`src/rtl/dht11_scheduler.sv`:
```
// -----------------------------------------------------------------------------
// dht11_scheduler
//
// Decides when a DHT11 read is attempted and keeps the last good reading.
// It triggers an external DHT11 controller with a one-cycle start pulse. It
// then waits for that controller's done pulse and checks the sensor checksum.
// On success it latches the result. On failure it retries up to MAX_RETRY
// times. Once the retries are used up, it reports the cause of the last
// failure.
//
// Attempts are separated by an idle gap of GAP_US microseconds. The same gap
// also follows reset, so the sensor can settle after power-up. Every time
// base comes from a free-running prescaler that makes a one-cycle us_tick
// every CLK_PER_US clocks.
//
// Ports
//   PCLK         in   clock (single clock domain)
//   PRESET       in   synchronous, active-high reset
//   en           in   auto mode: measure every gap while high
//   req          in   single-shot request pulse (held in a one-deep pending flag)
//   start_trig   out  one-cycle trigger to the DHT11 controller
//   done         in   one-cycle completion pulse from the controller
//   hmd/tmp/sum  in   raw humidity, temperature and checksum, valid with done
//   hmd_out      out  last checksum-valid humidity
//   tmp_out      out  last checksum-valid temperature
//   valid        out  sticky: at least one good result has been latched
//   upd          out  one-cycle pulse when hmd_out/tmp_out change
//   busy         out  high while triggering or waiting for done
//   err_cksum    out  sticky: last exhausted sequence failed on checksum
//   err_timeout  out  sticky: last exhausted sequence failed on timeout
// -----------------------------------------------------------------------------
module dht11_scheduler #(
  parameter int CLK_PER_US = 100,
  parameter int GAP_US     = 2000000,
  parameter int TIMEOUT_US = 25000,
  parameter int MAX_RETRY  = 3
) (
  input  logic        PCLK,
  input  logic        PRESET,
  input  logic        en,
  input  logic        req,
  output logic        start_trig,
  input  logic        done,
  input  logic [15:0] hmd,
  input  logic [15:0] tmp,
  input  logic [7:0]  sum,
  output logic [15:0] hmd_out,
  output logic [15:0] tmp_out,
  output logic        valid,
  output logic        upd,
  output logic        busy,
  output logic        err_cksum,
  output logic        err_timeout
);

  // Each counter only needs to reach its terminal value (parameter - 1).
  // The counter stops there and leaves the state, so it never wraps. The
  // retry count has to hold MAX_RETRY itself.
  localparam int PW = (CLK_PER_US > 1) ? $clog2(CLK_PER_US)    : 1;
  localparam int GW = (GAP_US     > 1) ? $clog2(GAP_US)        : 1;
  localparam int TW = (TIMEOUT_US > 1) ? $clog2(TIMEOUT_US)    : 1;
  localparam int RW = (MAX_RETRY  > 0) ? $clog2(MAX_RETRY + 1) : 1;

  localparam logic [PW-1:0] PRESC_LAST = PW'(CLK_PER_US - 1);
  localparam logic [GW-1:0] GAP_LAST   = GW'(GAP_US - 1);
  localparam logic [TW-1:0] TO_LAST    = TW'(TIMEOUT_US - 1);
  localparam logic [RW-1:0] RETRY_MAX  = RW'(MAX_RETRY);

  typedef enum logic [1:0] {
    S_GAP,
    S_IDLE,
    S_TRIG,
    S_WAIT_DONE
  } state_e;

  state_e          state_q,   state_d;
  logic [PW-1:0]   presc_q,   presc_d;
  logic [GW-1:0]   gap_cnt_q, gap_cnt_d;
  logic [TW-1:0]   to_cnt_q,  to_cnt_d;
  logic [RW-1:0]   retry_q,   retry_d;
  logic            pending_q, pending_d;
  logic [15:0]     hmd_out_q, hmd_out_d;
  logic [15:0]     tmp_out_q, tmp_out_d;
  logic            valid_q,   valid_d;
  logic            upd_q,     upd_d;
  logic            err_c_q,   err_c_d;
  logic            err_t_q,   err_t_d;

  logic            us_tick;
  logic [7:0]      cksum;
  logic            fail;
  logic            fail_timeout;

  assign us_tick = (presc_q == PRESC_LAST);

  // Byte sum in an 8-bit context, so the carry out of bit 7 is dropped.
  // That gives the modulo-256 sensor checksum.
  assign cksum = hmd[15:8] + hmd[7:0] + tmp[15:8] + tmp[7:0];

  // ---------------------------------------------------------------------------
  // Next-state and datapath logic
  // ---------------------------------------------------------------------------
  always_comb begin
    // NOTE: every signal driven here gets a default first, so no path through
    // the case statement can leave one unassigned and infer a latch.
    state_d      = state_q;
    presc_d      = us_tick ? '0 : presc_q + 1'b1;
    gap_cnt_d    = gap_cnt_q;
    to_cnt_d     = to_cnt_q;
    retry_d      = retry_q;
    pending_d    = pending_q | req;
    hmd_out_d    = hmd_out_q;
    tmp_out_d    = tmp_out_q;
    valid_d      = valid_q;
    upd_d        = 1'b0;
    err_c_d      = err_c_q;
    err_t_d      = err_t_q;
    fail         = 1'b0;
    fail_timeout = 1'b0;

    unique case (state_q)
      S_GAP: begin
        if (us_tick) begin
          if (gap_cnt_q == GAP_LAST) begin
            // A non-zero retry count means this gap follows a failure that
            // still has retries left. That retry goes ahead whatever en and
            // pending are doing.
            state_d = (retry_q != '0) ? S_TRIG : S_IDLE;
          end else begin
            gap_cnt_d = gap_cnt_q + 1'b1;
          end
        end
      end

      S_IDLE: begin
        if (pending_q || en) state_d = S_TRIG;
      end

      S_TRIG: begin
        state_d  = S_WAIT_DONE;
        to_cnt_d = '0;
      end

      S_WAIT_DONE: begin
        // done is tested before the timeout. A done that lands on the expiry
        // tick therefore still counts as an answer.
        if (done) begin
          if (cksum == sum) begin
            hmd_out_d = hmd;
            tmp_out_d = tmp;
            valid_d   = 1'b1;
            upd_d     = 1'b1;
            err_c_d   = 1'b0;
            err_t_d   = 1'b0;
            retry_d   = '0;
            state_d   = S_GAP;
          end else begin
            fail = 1'b1;
          end
        end else if (us_tick) begin
          if (to_cnt_q == TO_LAST) begin
            fail         = 1'b1;
            fail_timeout = 1'b1;
          end else begin
            to_cnt_d = to_cnt_q + 1'b1;
          end
        end
      end

      default: state_d = S_GAP;
    endcase

    // Both failure causes share one path. A failed attempt never touches the
    // latched result or valid.
    if (fail) begin
      state_d = S_GAP;
      if (retry_q < RETRY_MAX) begin
        retry_d = retry_q + 1'b1;
      end else begin
        retry_d = '0;
        err_t_d = fail_timeout;
        err_c_d = ~fail_timeout;
      end
    end

    // The gap always starts from zero. A request is consumed by whichever
    // trigger comes next, so one arriving on that same edge is served by it.
    if (state_d == S_GAP  && state_q != S_GAP)  gap_cnt_d = '0;
    if (state_d == S_TRIG && state_q != S_TRIG) pending_d = 1'b0;
  end

  // ---------------------------------------------------------------------------
  // State registers
  // ---------------------------------------------------------------------------
  always_ff @(posedge PCLK) begin
    // NOTE: registers use non-blocking assignments. All of them then update
    // together from the values held before the edge, whatever order the
    // statements are written in.
    if (PRESET) begin
      state_q   <= S_GAP;
      presc_q   <= '0;
      gap_cnt_q <= '0;
      to_cnt_q  <= '0;
      retry_q   <= '0;
      pending_q <= 1'b0;
      hmd_out_q <= '0;
      tmp_out_q <= '0;
      valid_q   <= 1'b0;
      upd_q     <= 1'b0;
      err_c_q   <= 1'b0;
      err_t_q   <= 1'b0;
    end else begin
      state_q   <= state_d;
      presc_q   <= presc_d;
      gap_cnt_q <= gap_cnt_d;
      to_cnt_q  <= to_cnt_d;
      retry_q   <= retry_d;
      pending_q <= pending_d;
      hmd_out_q <= hmd_out_d;
      tmp_out_q <= tmp_out_d;
      valid_q   <= valid_d;
      upd_q     <= upd_d;
      err_c_q   <= err_c_d;
      err_t_q   <= err_t_d;
    end
  end

  // ---------------------------------------------------------------------------
  // Outputs
  // ---------------------------------------------------------------------------
  assign start_trig  = (state_q == S_TRIG);
  assign busy        = (state_q == S_TRIG) || (state_q == S_WAIT_DONE);
  assign hmd_out     = hmd_out_q;
  assign tmp_out     = tmp_out_q;
  assign valid       = valid_q;
  assign upd         = upd_q;
  assign err_cksum   = err_c_q;
  assign err_timeout = err_t_q;

endmodule
```
`config.mk`:
```
export PLATFORM = sky130hd
export DESIGN_NAME = dht11_scheduler
export DESIGN_NICKNAME = d
export VERILOG_FILES = /design/src/rtl/dht11_scheduler.sv
export SDC_FILE = /design/constraint.sdc
export NUM_CORES = 1
export LEC_CHECK = 0
export BUFFER_PORTS_ARGS = -buffer_cell sky130_fd_sc_hd__buf_2
export CORE_ASPECT_RATIO = 0.75
export CORE_MARGIN = 5
export CORE_UTILIZATION = 55
export DETAILED_ROUTE_END_ITERATION = 8
export GPL_TIMING_DRIVEN = 0
export PLACE_DENSITY = 0.79
export REMOVE_ABC_BUFFERS = 1
export SLEW_MARGIN = 20
export SYNTH_ARGS = -nofsm -noshare
export SYNTH_HDL_FRONTEND = slang
export SYNTH_SLANG_ARGS = --single-unit
```
`constraint.sdc`:
```
create_clock -name PCLK -period 7.05 [get_ports PCLK]
set_clock_uncertainty 0.2 [all_clocks]
set_input_delay 0.3525 -clock PCLK [delete_from_list [all_inputs] [get_ports PCLK]]
set_output_delay 0.3525 -clock PCLK [all_outputs]
set_load 0.03 [all_outputs]
```
Word level (Yosys, flattened, before mapping)
Cells that the tools add are included.

Bits of input ports: 45. Logic and storage cells: 92. Output and inout bits: 38. Register bits: 84.

$lt $le $gt $ge: 1. Reductions and logical operators: 20. Equal/unequal tests: 12. Multiplexer cells: 35. Add/subtract/negate cells: 7. Bitwise gates (word level): 5.

Operator list (count): $mux 15 (3); $pmux 15 s2 (1); $add 8x8->8 (3); $mux 2 (12); $add 21x1->21 const B (1); $eq 21x21->1 const B (1); $mux 1 (18); $add 15x1->15 const B (1); $eq 15x15->1 const B (1); $reduce_bool 2->1 (6); $reduce_and 3->1 (3); $eq 8x8->1 (1); $ne 2x2->1 const B (4); $pmux 2 s4 (1); $add 7x1->7 const B (1); $eq 7x7->1 const B (1); $eq 2x2->1 const B (3); $reduce_or 2->1 (3); $logic_not 2->1 (2); $not 1->1 (4); $reduce_and 4->1 (1); $reduce_or 3->1 (1); $add 2x1->2 const B (1); $eq 2x1->1 const B (1); other kinds (4) (6).

Depth between registers and ports, before layout
Depth in word-level cells: 11. Depth in mapped cells: 13. Gate-level depth less buffers: 12.

Worst setup path after synthesis
OpenSTA, ideal clock, no wires.

Path kind: in2reg. From: input hmd[1]. To: register hmd_out_q[0], in the netlist hmd_out[0]. Data arrival time: 3.749 ns. Setup time: 0.132 ns. Setup slack: 2.969 ns. Buffers on the path: 1. Data required time: 6.718 ns. Cell stages on the path: 13. Path through: fa_1 -> inv_1 -> fa_1 -> inv_1 -> ha_1 -> fa_1 -> xnor2_1 -> nand4_1 -> or4_1 -> a2111o_1 -> buf_6 -> o21ai_1 -> a21oi_1.

Cells in the longest elaborated chain, start to end: 5.

RTL lines: start, declared (line 44) `input logic [15:0] hmd,`; $add 8x8->8 (3 in a row) (line 98) `assign cksum = hmd[15:8] + hmd[7:0] + tmp[15:8] + tmp[7:0];`; $eq 8x8->1 (line 148) `if (cksum == sum) begin`; $reduce_and 3->1 (no source line); end signal, assigned (line 219) `hmd_out_q <= hmd_out_d;`; end, declared (line 82) `logic [15:0] hmd_out_q, hmd_out_d;`.

Every way passes these cells. A chain may end at the register's enable or synchronous reset.

Worst setup path in the final report
From: input hmd[1]. To: register pending_q.

Cells in the longest elaborated chain, start to end: 11. Elaborated cells on any way between the ends: 14. Classes of those cells: 3 x add/sub; 2 x eq/ne; 7 x mux; 2 x reduce/logical.

RTL lines: $add 8x8->8 (*) (3 in a row) (line 98); $eq 8x8->1 (*) (line 148); $mux 2 / $mux 1 (equally long branches) (line 148); $mux 2 / $mux 1 (equally long branches) (line 147) `if (done) begin`; $pmux 2 s4 / $mux 1 (equally long branches) (line 121) `unique case (state_q)`; $mux 2 (*) (line 175) `if (fail) begin`; $eq 2x2->1 (*) (line 189) `if (state_d == S_TRIG && state_q != S_TRIG) pending_d = 1'b0;`; $logic_and 1x1->1 (*) (line 189); $reduce_or 2->1 (no source line) (*); end signal, assigned (line 218) `pending_q <= pending_d;`; end, declared (line 81) `logic pending_q, pending_d;`.

Every way passes the cells marked *; elsewhere a longest branch is shown, timed or not.

==> impl_results.md <==
- Outcome: complete, no violations
- Min-Delay Path Class: input port to register
- Fill cells: 661
- DP Wirelength: 7320 um
- Yosys top cell area share: 0.377
- Crit path launch type: input port
- Setup tns final: 0 ns
- Hold Path Depth: 3
- RePlAce Congestion: 0.825
- RSZ-0062 raised after global routing: no
- Die width: 114 um
- Max-Cap Viols: 0
- Vias in the first global route: 3937
- CP most frequent cell: fa_1
- H-tree depth: 3
- Slowest-stage cell, CP: a2111o_2
- Latest clock arrival within the worst-skew pair: 0.35 ns
- Hold Path Origin: tmp[6]
- Seq cells post-synth: 84
- Hold Violations, Final: 0
- Layout area overhead: 14.7%
- Crit-path cells: buf_2 > fa_1 > inv_1 > fa_1 > inv_1 > ha_1 > fa_1 > xnor2_1 > nand4_1 > or4_1 > a2111o_2 > o21ai_1 > a311oi_1
- Cts hold-fix bufs: 0
- Number of vias per cell: 5.77
- WL/cell: 14.9 um
- Relative slew slack: 0.286
- CTS tree: yes
- Post-CTS setup buffers: 0
- Starting Density: 0.566
- Max Clock Freq: 0.232 GHz
- Setup Crit Path Kind: input port to register
- # clock sinks: 84
- Slew @ Worst Pin: 1.06 ns
- Leak: 2.00 nW
- Via count: 3955
- Ports: 83
- Final wirelength: 10300 um
- Mapped cell area: 4460 um^2
- CTS root buf: clkbuf_8
- Post-route DRC: 0
- Clk buf depth: 2
- Sequential share of the synthesized area: 0.377
- Leading area contributor after synthesis: dfxtp_1
- Reg2Reg Capture Point: gap_cnt_q[10]
- Total CTS buffers: 9
- Number of synthesis warnings: 0
- Most common flop cell mapped by yosys: dfxtp_1
- DIE HEIGHT: 88.0 um
- Cell Pwr Density: 222 nW/um^2
- GRT Total Usage: 0.213
- Synth cell types: 52
- Die area: 10000 um^2
- Period minus WS final: 4.31 ns
- Layout cell share with drive strength beyond 1: 0.198
- Ant diodes: 0
- Peak per-stage delay on the critical path: 0.73 ns
- Mean Syn Cell Area: 8.82 um^2
- Final nets: 647
- Clock slew at reported path FFs: 0.09 ns
- Multi-input logic area: 2560 um^2
- Cells after Synth: 506
- FP Rows: 28
- Util after Layout: 0.649
- IO Port Bufs: 82
- Register-to-register setup slack: 4.17 ns
- Buffers & Inverters on Critical Path: 3
- EDFF count, synth: 0
- Pin count of the biggest net entering global routing: 43
- Hold slack: 0.0629 ns
- Async S/R FF share, synth: 0
- Maximum vdd ir drop: 160 uV
- Top cells by count, synth: 84 x dfxtp_1, 45 x a21oi_1, 45 x nor2_1
- Count leader, synth: dfxtp_1
- Iteration count of the initial detailed-routing pass: 4
- Reg2reg start: state_q[1]
- FF/Latch Area: 1680 um^2
- Count of final max-slew check failures: 0
- Worst reg2reg path depth: 4
- Initial antenna violation count: 0
- DR iter-0 viols: 234
- Post-CTS Resized: 0
- First-pass GRT wire length: 17600 um
- CP endpoint kind: register
- Detail Route Antenna Nets: 0
- Final worst path period share: 0.612
- Grt ovf: 0
- Core box area: 7880 um^2
- Synth area leaders: dfxtp_1 38%, fa_1 6.3%, nand4_1 6.2%
- Tot Pwr: 1.14 mW
- Critical Path RT: 7.06 ns
- Crit Path Max Fanout: 34
- CP delay by family, top: adder cells
- Setup Viol. Count Final: 0
- Arrival time worst endpoint: 4.32 ns
- Hold Path Sink: tmp_out[6]
==> report_power, final <==
part,switching [mW],total (mW),internal [mW]
combinational,0.204,0.319,0.115
sequential,0.00129,0.477,0.476
clock,0.176,0.340,0.164
==> cell families (layout without fill, tap and decap cells) <==
family / count (synthesis) / count (layout) / synth area share
flip-flops: 84 / 84 / 0.377
multiplexers: 3 / 3 / 0.00673
AND/OR/NAND/NOR: 192 / 192 / 0.236
adder cells (fa/ha/maj): 26 / 26 / 0.0965
AO/OA/AOI/OAI: 111 / 111 / 0.143
buffers and inverters: 48 / 123 / 0.0505
XOR/XNOR: 42 / 42 / 0.0903
==> through the flow <==
step / instances / setup WS, ns / area (um^2)
6_report: 686 / 2.74 / 5110
5_1_grt: 686 / 2.58 / 5110
4_1_cts: 686 / 2.75 / 5110
3_5_place_dp: 670 / 2.39 / 4920
3_3_place_gp: 667 / 1.87 / 4860
2_1_floorplan: 480 / 2.54 / 4320
==> state kept, by name (all words and copies together), names as in the netlist, 2 cells and up <==
name / cells
tmp_out: 16
to_cnt_q: 15
hmd_out: 16
gap_cnt_q: 21
retry_q: 2
state_q: 2
presc_q: 7
==> worst reg2reg max path: stages (launching register included) <==
cell and delay, ns:
dfxtp_1 0.63, and2_2 0.72, o21ai_0 0.43, nand2_1 0.64
nor2_1 0.13
==> layout by cell type, fill, tap and decap left out, types with 12 or more instances in the layout <==
master   count
o21ai_1     29
xnor2_1     22
ha_1        12
nand3_1     15
o21ai_0     16
buf_2       82
xor2_1      17
nand2_1     20
inv_1       22
a21oi_1     45
fa_1        14
nor2_1      44
nor3_1      14
nand4_1     44
dfxtp_1     84
==> area by class of cell <==
class,count,area share
inverter,22,0.0161
multi-input combinational,374,0.501
tap,105,0.0257
clock buffer,10,0.0250
clock inverter,6,0.0125
sequential,84,0.329
timing repair buffer,85,0.0908
==> worst max-delay path by stage <==
stage | start | endpoint | slack [ns] | cells after the start
after floorplan | hmd[1] | retry_q[1] | 2.54 | 12
after global placement | hmd[1] | retry_q[1] | 1.87 | 13
after detailed placement | hmd[1] | pending_q | 2.39 | 13
after CTS | hmd[1] | pending_q | 2.75 | 13
after global routing | hmd[1] | pending_q | 2.58 | 13
final | hmd[1] | pending_q | 2.74 | 13
==> per-layer routing <==
metal,wire (um),vias up,GRT usage
met1,4580,1885,0.261
met4,206,0,0.0874
li1,-,1954,-
met2,4950,98,0.370
met3,522,18,0.0428
met5,0,-,0
Note: power is estimated with default switching activity, not from simulation.
